### src/rtl/watch_pkg.sv
// Shared constants and types for the watch top level.
// Mode indices of the function-mode ring, key bit positions within the
// {up,down,left,right,enter,esc} key vector, default widths and the
// sequencer state type.
package watch_pkg;

  localparam int unsigned N_MODES = 7;
  localparam int unsigned OUT_W   = 48;
  localparam int unsigned N_KEYS  = 6;

  localparam int unsigned MODE_DATE      = 0;
  localparam int unsigned MODE_CLOCK     = 1;
  localparam int unsigned MODE_ALARM     = 2;
  localparam int unsigned MODE_STOPWATCH = 3;
  localparam int unsigned MODE_TIMER     = 4;
  localparam int unsigned MODE_DDAY      = 5;
  localparam int unsigned MODE_LADDER    = 6;

  localparam int unsigned KEY_ESC   = 0;
  localparam int unsigned KEY_ENTER = 1;
  localparam int unsigned KEY_RIGHT = 2;
  localparam int unsigned KEY_LEFT  = 3;
  localparam int unsigned KEY_DOWN  = 4;
  localparam int unsigned KEY_UP    = 5;

  typedef enum logic {
    StRun,
    StAlert
  } seq_state_e;

endpackage

### src/rtl/rise_detect.sv
// Per-bit rising-edge detector.
// Ports:
//   clk_i   clock
//   rst_i   synchronous active-high reset
//   d_i     level inputs
//   rise_o  one-cycle high where d_i goes 0->1
// The previous-value register resets to all ones so that a level already held
// through reset is not reported as an edge.
module rise_detect #(
  parameter int unsigned W = 1
) (
  input  logic         clk_i,
  input  logic         rst_i,
  input  logic [W-1:0] d_i,
  output logic [W-1:0] rise_o
);

  logic [W-1:0] prev_q;

  always_ff @(posedge clk_i) begin
    if (rst_i) begin
      prev_q <= '1;
    end else begin
      prev_q <= d_i;
    end
  end

  assign rise_o = d_i & ~prev_q;

endmodule

### src/rtl/mode_sequencer.sv
// Central controller of the watch: owns the one-hot function-mode ring, shares the
// single display word between function modules and arbitrates their alarm requests.
// Ports:
//   clk_i        clock
//   rst_i        synchronous active-high reset
//   keys_i       {up,down,left,right,enter,esc} debounced levels
//   norm_i       module i idle (mode switch allowed while it is active)
//   out_bus_i    module i display word at [i*OutW +: OutW]
//   alarm_req_i  module i alert request (rising edge is the event)
//   mode_o       one-hot active module
//   out_o        registered display word of the active module
//   o_m_o        {alarm, pad, mode}
//   alarm_o      alert indicator
//   alarm_ack_o  one-cycle pulse to the requester whose alert was acknowledged
//   key_block_o  key edges of this cycle are consumed by the controller
module mode_sequencer
  import watch_pkg::*;
#(
  parameter int unsigned NModes      = N_MODES,
  parameter int unsigned OutW        = OUT_W,
  parameter int unsigned InitMode    = MODE_STOPWATCH,
  parameter int unsigned AlarmCycles = 60000
) (
  input  logic                   clk_i,
  input  logic                   rst_i,
  input  logic [N_KEYS-1:0]      keys_i,
  input  logic [NModes-1:0]      norm_i,
  input  logic [NModes*OutW-1:0] out_bus_i,
  input  logic [NModes-1:0]      alarm_req_i,
  output logic [NModes-1:0]      mode_o,
  output logic [OutW-1:0]        out_o,
  output logic [7:0]             o_m_o,
  output logic                   alarm_o,
  output logic [NModes-1:0]      alarm_ack_o,
  output logic                   key_block_o
);

  localparam int unsigned     CntW     = (AlarmCycles > 2) ? $clog2(AlarmCycles) : 1;
  localparam logic [CntW-1:0] CntLast  = CntW'(AlarmCycles - 1);
  localparam logic [NModes-1:0] ModeInit = NModes'(1) << InitMode;

  logic [N_KEYS-1:0] key_rise;
  logic [NModes-1:0] req_rise;

  rise_detect #(
    .W (N_KEYS)
  ) u_key_rise (
    .clk_i  (clk_i),
    .rst_i  (rst_i),
    .d_i    (keys_i),
    .rise_o (key_rise)
  );

  rise_detect #(
    .W (NModes)
  ) u_req_rise (
    .clk_i  (clk_i),
    .rst_i  (rst_i),
    .d_i    (alarm_req_i),
    .rise_o (req_rise)
  );

  seq_state_e        state_q, state_d;
  logic [NModes-1:0] mode_q, mode_d;
  logic [NModes-1:0] saved_q, saved_d;
  logic [NModes-1:0] pending_q, pending_d;
  logic [CntW-1:0]   cnt_q, cnt_d;
  logic              alarm_q, alarm_d;
  logic [NModes-1:0] ack_q, ack_d;
  logic [OutW-1:0]   out_q, out_d;

  logic [NModes-1:0] cand, pick, mode_up, mode_dn;
  logic              key_up, key_dn, mode_norm, switch_req;

  assign cand = req_rise | pending_q;
  // Isolate the lowest set bit: lowest index wins arbitration.
  assign pick = cand & (~cand + NModes'(1));

  assign mode_up = {mode_q[NModes-2:0], mode_q[NModes-1]};
  assign mode_dn = {mode_q[0], mode_q[NModes-1:1]};

  assign key_up     = key_rise[KEY_UP];
  assign key_dn     = key_rise[KEY_DOWN];
  assign mode_norm  = |(norm_i & mode_q);
  // Simultaneous up and down edges cancel.
  assign switch_req = mode_norm & (key_up ^ key_dn);

  always_comb begin
    state_d     = state_q;
    mode_d      = mode_q;
    saved_d     = saved_q;
    pending_d   = pending_q;
    cnt_d       = cnt_q;
    alarm_d     = alarm_q;
    ack_d       = '0;
    key_block_o = 1'b0;
    case (state_q)
      StRun: begin
        // Requests take priority over a key-driven mode switch in the same cycle.
        if (|cand) begin
          saved_d   = mode_q;
          mode_d    = pick;
          pending_d = cand & ~pick;
          alarm_d   = 1'b1;
          cnt_d     = '0;
          state_d   = StAlert;
        end else if (switch_req) begin
          key_block_o = 1'b1;
          mode_d      = key_up ? mode_up : mode_dn;
        end
      end
      StAlert: begin
        key_block_o = 1'b1;
        // mode_q is the module under service; its own re-request is dropped.
        pending_d   = pending_q | (req_rise & ~mode_q);
        if (|key_rise) begin
          ack_d   = mode_q;
          mode_d  = saved_q;
          alarm_d = 1'b0;
          state_d = StRun;
        end else if (cnt_q == CntLast) begin
          mode_d  = saved_q;
          alarm_d = 1'b0;
          state_d = StRun;
        end else begin
          cnt_d = cnt_q + CntW'(1);
        end
      end
      default: state_d = StRun;
    endcase
  end

  always_comb begin
    out_d = '0;
    for (int unsigned i = 0; i < NModes; i++) begin
      if (mode_q[i]) begin
        out_d = out_d | out_bus_i[i*OutW +: OutW];
      end
    end
  end

  always_ff @(posedge clk_i) begin
    if (rst_i) begin
      state_q   <= StRun;
      mode_q    <= ModeInit;
      saved_q   <= ModeInit;
      pending_q <= '0;
      cnt_q     <= '0;
      alarm_q   <= 1'b0;
      ack_q     <= '0;
      out_q     <= '0;
    end else begin
      state_q   <= state_d;
      mode_q    <= mode_d;
      saved_q   <= saved_d;
      pending_q <= pending_d;
      cnt_q     <= cnt_d;
      alarm_q   <= alarm_d;
      ack_q     <= ack_d;
      out_q     <= out_d;
    end
  end

  always_comb begin
    o_m_o             = '0;
    o_m_o[NModes-1:0] = mode_q;
    o_m_o[7]          = alarm_q;
  end

  assign mode_o      = mode_q;
  assign out_o       = out_q;
  assign alarm_o     = alarm_q;
  assign alarm_ack_o = ack_q;

endmodule
### config.mk
export PLATFORM = sky130hd
export DESIGN_NAME = mode_sequencer
export DESIGN_NICKNAME = d
export VERILOG_FILES = /design/src/rtl/watch_pkg.sv /design/src/rtl/rise_detect.sv /design/src/rtl/mode_sequencer.sv
export SDC_FILE = /design/constraint.sdc
export NUM_CORES = 1
export LEC_CHECK = 0
export BUFFER_PORTS_ARGS = -buffer_cell sky130_fd_sc_hd__buf_2
export CAP_MARGIN = 25
export CORE_ASPECT_RATIO = 1.25
export CORE_MARGIN = 10
export CORE_UTILIZATION = 24
export CTS_CLUSTER_DIAMETER = 80
export CTS_CLUSTER_SIZE = 14
export DETAILED_ROUTE_END_ITERATION = 10
export GPL_TIMING_DRIVEN = 1
export PLACE_DENSITY_LB_ADDON = 0.2
export SYNTH_ARGS = -nofsm -noshare
export SYNTH_HDL_FRONTEND = slang
export SYNTH_SLANG_ARGS = --single-unit
### constraint.sdc
create_clock -name clk_i -period 2.8 [get_ports clk_i]
set_input_delay 0 -clock clk_i [delete_from_list [all_inputs] [get_ports clk_i]]
set_output_delay 0 -clock clk_i [all_outputs]
set_load 0.05 [all_outputs]
==> impl_metrics.env <==
export IMPL_status="finished clean"
export IMPL_worstSetupEndpointType="register"
export IMPL_synthAdderAreaFrac=0.00445
export IMPL_ys_seq_area_frac=0.381
export IMPL_intPower_mw=3.23
export IMPL_synthMuxAreaShare=0.0153
export IMPL_crit_path_cell_trace="buf_4 -> a22oi_1 -> dlygate4sd3_1 -> a31oi_1 -> dlygate4sd3_1"
export IMPL_grt_pass1_wl_um=51300
export IMPL_min_period_ns=2.64
export IMPL_finalMaxSlewViolations=0
export IMPL_yosys_register_bits=107
export IMPL_cts_tree="done"
export IMPL_clk_pin_slew_worst_paths_ns=0.08
export IMPL_cp_start_kind="register"
export IMPL_synth_cell_area_sq_mm=0.00563
export IMPL_powerDensity_mw_per_mm2=548
export IMPL_worstMarginPinSlew_ns=0.830
export IMPL_antenna_found_initial=27
export IMPL_synth_xor_xnor_area_share=0.00622
export IMPL_clk_insertion_delay_late_ns=0.36
export IMPL_slowest_delay_ns=0.61
export IMPL_n_fill_cell=2315
export IMPL_die_w_um=157
export IMPL_start_util=0.244
export IMPL_async_flop_share=0
export IMPL_rsz0062_at_grt="no"
export IMPL_crit_slowest_cell="dlygate4sd3_1"
export IMPL_cts_root_buf="clkbuf_16"
export IMPL_cp_max_fo=46
export IMPL_dp_final_hpwl_um=27800
export IMPL_final_hold_viol_count=0
export IMPL_vias=7889
export IMPL_placed_area_sq_mm=0.00799
export IMPL_synth_fp_nets=990
export IMPL_fp_dieH_um=191
export IMPL_num_rows=62
export IMPL_synth_compound_area_share=0.367
export IMPL_vias_per_cell=5.41
export IMPL_synth_edf_count=0
export IMPL_ys_types=61
export IMPL_total_power_mw=5.30
export IMPL_cp_num_buf_inv=3
export IMPL_power_switching_mw=2.07
export IMPL_critical_path_top_delay_family="buffers and inverters"
export IMPL_synth_cells=630
export IMPL_pwr_share_seq=0.332
export IMPL_synth_avg_cell_area_sq_um=8.94
export IMPL_drive_gt1_frac=0.437
export IMPL_grt_pass1_vias=7920
export IMPL_grt_overflow_total=0
export IMPL_core_area_sq_mm=0.0230
export IMPL_ioPinCount=430
export IMPL_setup_violations=0
export IMPL_power_frac_clock=0.254
export IMPL_required_ns=3.10
export IMPL_synth_simple_area_share=0.160
export IMPL_post_cts_resized=0
export IMPL_grtUsageTotal=0.228
export IMPL_fin_tns_setup_ns=0
export IMPL_synthTopCellsByCount="dfxtp_1 (107), a22oi_1 (98), a31oi_1 (54), clkbuf_1 (54), a222oi_1 (49)"
export IMPL_final_core_util=0.420
export IMPL_register_area_sq_mm=0.00215
export IMPL_p_leak_nw=4.26
export IMPL_dieArea_sq_mm=0.0300
export IMPL_route_detailed_drc=0
export IMPL_worstHoldPathType="primary input to register"
export IMPL_cp_arrival_ns=2.94
export IMPL_fin_nets=1509
export IMPL_htreeDepth=3
export IMPL_yosys_top_cells_area="dfxtp_1 (38%), a22oi_1 (13%), a222oi_1 (8.7%)"
export IMPL_cap_violations=0
export IMPL_postCtsHoldBufs=134
export IMPL_max_freq_mhz=379
export IMPL_clock_path_buffers=2
export IMPL_cts_buffers=9
export IMPL_syn_to_final_growth_pct=71.8
export IMPL_swShare=0.391
export IMPL_yosys_warnings=0
export IMPL_synth_top_family_by_area="compound AO/OA/AOI/OAI gates"
export IMPL_ant_nets=0
export IMPL_yosys_area_top_type="dfxtp_1"
export IMPL_synth_ff_type="dfxtp_1"
export IMPL_drt_total_wl_um=36100
export IMPL_synth_top_area_frac=0.381
export IMPL_portBuffers=429
export IMPL_drtPass1Iterations=6
export IMPL_finish_instance_area_sq_mm=0.00967
export IMPL_peakVddDrop_uv=340
export IMPL_wire_per_inst_um=24.8
export IMPL_cts_num_sinks=107
export IMPL_slew_headroom=0.447
export IMPL_period_share=0.941
export IMPL_place_gp_congestion=0.903
export IMPL_comb_power_share=0.414
export IMPL_skew_ns=0.0112
export IMPL_yosysMostFrequentCell="dfxtp_1"
export IMPL_grt_max_degree=58
export IMPL_drt_iter0_drc=757
export IMPL_crit_top_cell="dlygate4sd3_1"
export IMPL_multi_input_area_sq_mm=0.00312
export IMPL_crit_type="register to register"
export IMPL_cts_setup_buffers=0
[final timing paths]
path | startpoint | slack (ns) | cells after the start | end
setup / recovery | mode_o[1] | 0.16 | 5 | out_o[14]
hold / removal | out_bus_i[333] | 0.01 | 3 | out_o[45]
setup reg to reg | mode_o[1] | 0.16 | 5 | out_o[14]
hold reg to reg | saved_q[5] | 0.47 | 2 | saved_q[5]
[logic make-up after synthesis]
kind of cell             Yosys count
multiplexers                       8
buffers and inverters             86
AO/OA/AOI/OAI                    268
XOR/XNOR                           4
flip-flops                       107
adder cells (fa/ha/maj)            2
AND/OR/NAND/NOR                  155
[power by group through the flow]
stage	Combinational, mW	Clock [mW]	Sequential [mW]
floorplan	0.740	0	2.24
global placement	1.91	0	1.79
detailed placement	1.91	0	1.80
CTS	2.18	1.39	1.76
global route	2.31	1.45	1.78
finish	2.19	1.35	1.76
[flip-flops by register name, indices dropped and copies added (netlist names)]
signal	flops
u_key_rise.prev_q	6
alarm_ack_o	7
out_o	48
alarm_o	1
pending_q	7
mode_o	7
state_q	1
cnt_q	16
u_req_rise.prev_q	7
saved_q	7
[cell usage in the layout (no fill, tap or decap), types with 6 or more instances in the layout]
| cell type | Yosys | routed |
|---|---|---|
| a21oi_1 | 26 | 26 |
| clkbuf_16 | 0 | 9 |
| and2_1 | 10 | 10 |
| dfxtp_1 | 107 | 100 |
| nand2_1 | 34 | 34 |
| nand3_1 | 14 | 14 |
| nand2b_1 | 10 | 10 |
| nor2_1 | 18 | 18 |
| buf_4 | 9 | 17 |
| a31oi_1 | 54 | 54 |
| diode_2 | 0 | 15 |
| nand4_1 | 6 | 6 |
| a22oi_1 | 98 | 98 |
| or2_2 | 14 | 14 |
| nor3_1 | 6 | 6 |
| o21ai_0 | 9 | 9 |
| nor2b_1 | 6 | 6 |
| dlygate4sd3_1 | 0 | 134 |
| buf_2 | 3 | 428 |
| inv_1 | 13 | 13 |
| a222oi_1 | 49 | 49 |
| dfxtp_2 | 0 | 7 |
[worst register-to-register path: stages, from the launching register on]
cell and delay, ns:
dfxtp_2 0.52, buf_4 0.56, a22oi_1 0.21, dlygate4sd3_1 0.61
a31oi_1 0.13, dlygate4sd3_1 0.56
[area by class of cell]
class	instances	share of cell area
timing repair buffer	581	0.378
multi-input combinational	437	0.323
sequential	107	0.222
tap	288	0.0373
clock buffer	10	0.0237
clock inverter	6	0.00751
inverter	13	0.00505
antenna	15	0.00388
[through the flow]
stage / instances / hold WS (ns) / setup slack [ns]
finish: 1457 / 0.0121 / 0.165
detailed placement: 1292 / 0.208 / 0.519
global placement: 1292 / 0.202 / 0.620
floorplan: 630 / 0.104 / 0.552
global route: 1452 / 0.0139 / 0.0529
CTS: 1442 / 0.000576 / 0.184
[routing by layer]
layer	vias to the layer above	wire [um]	track usage
met5	-	138	0
met4	22	963	0.0793
met3	68	3920	0.0917
met2	434	17100	0.359
met1	3763	13900	0.274
li1	3602	-	-
(Power assumes the default switching activity.)
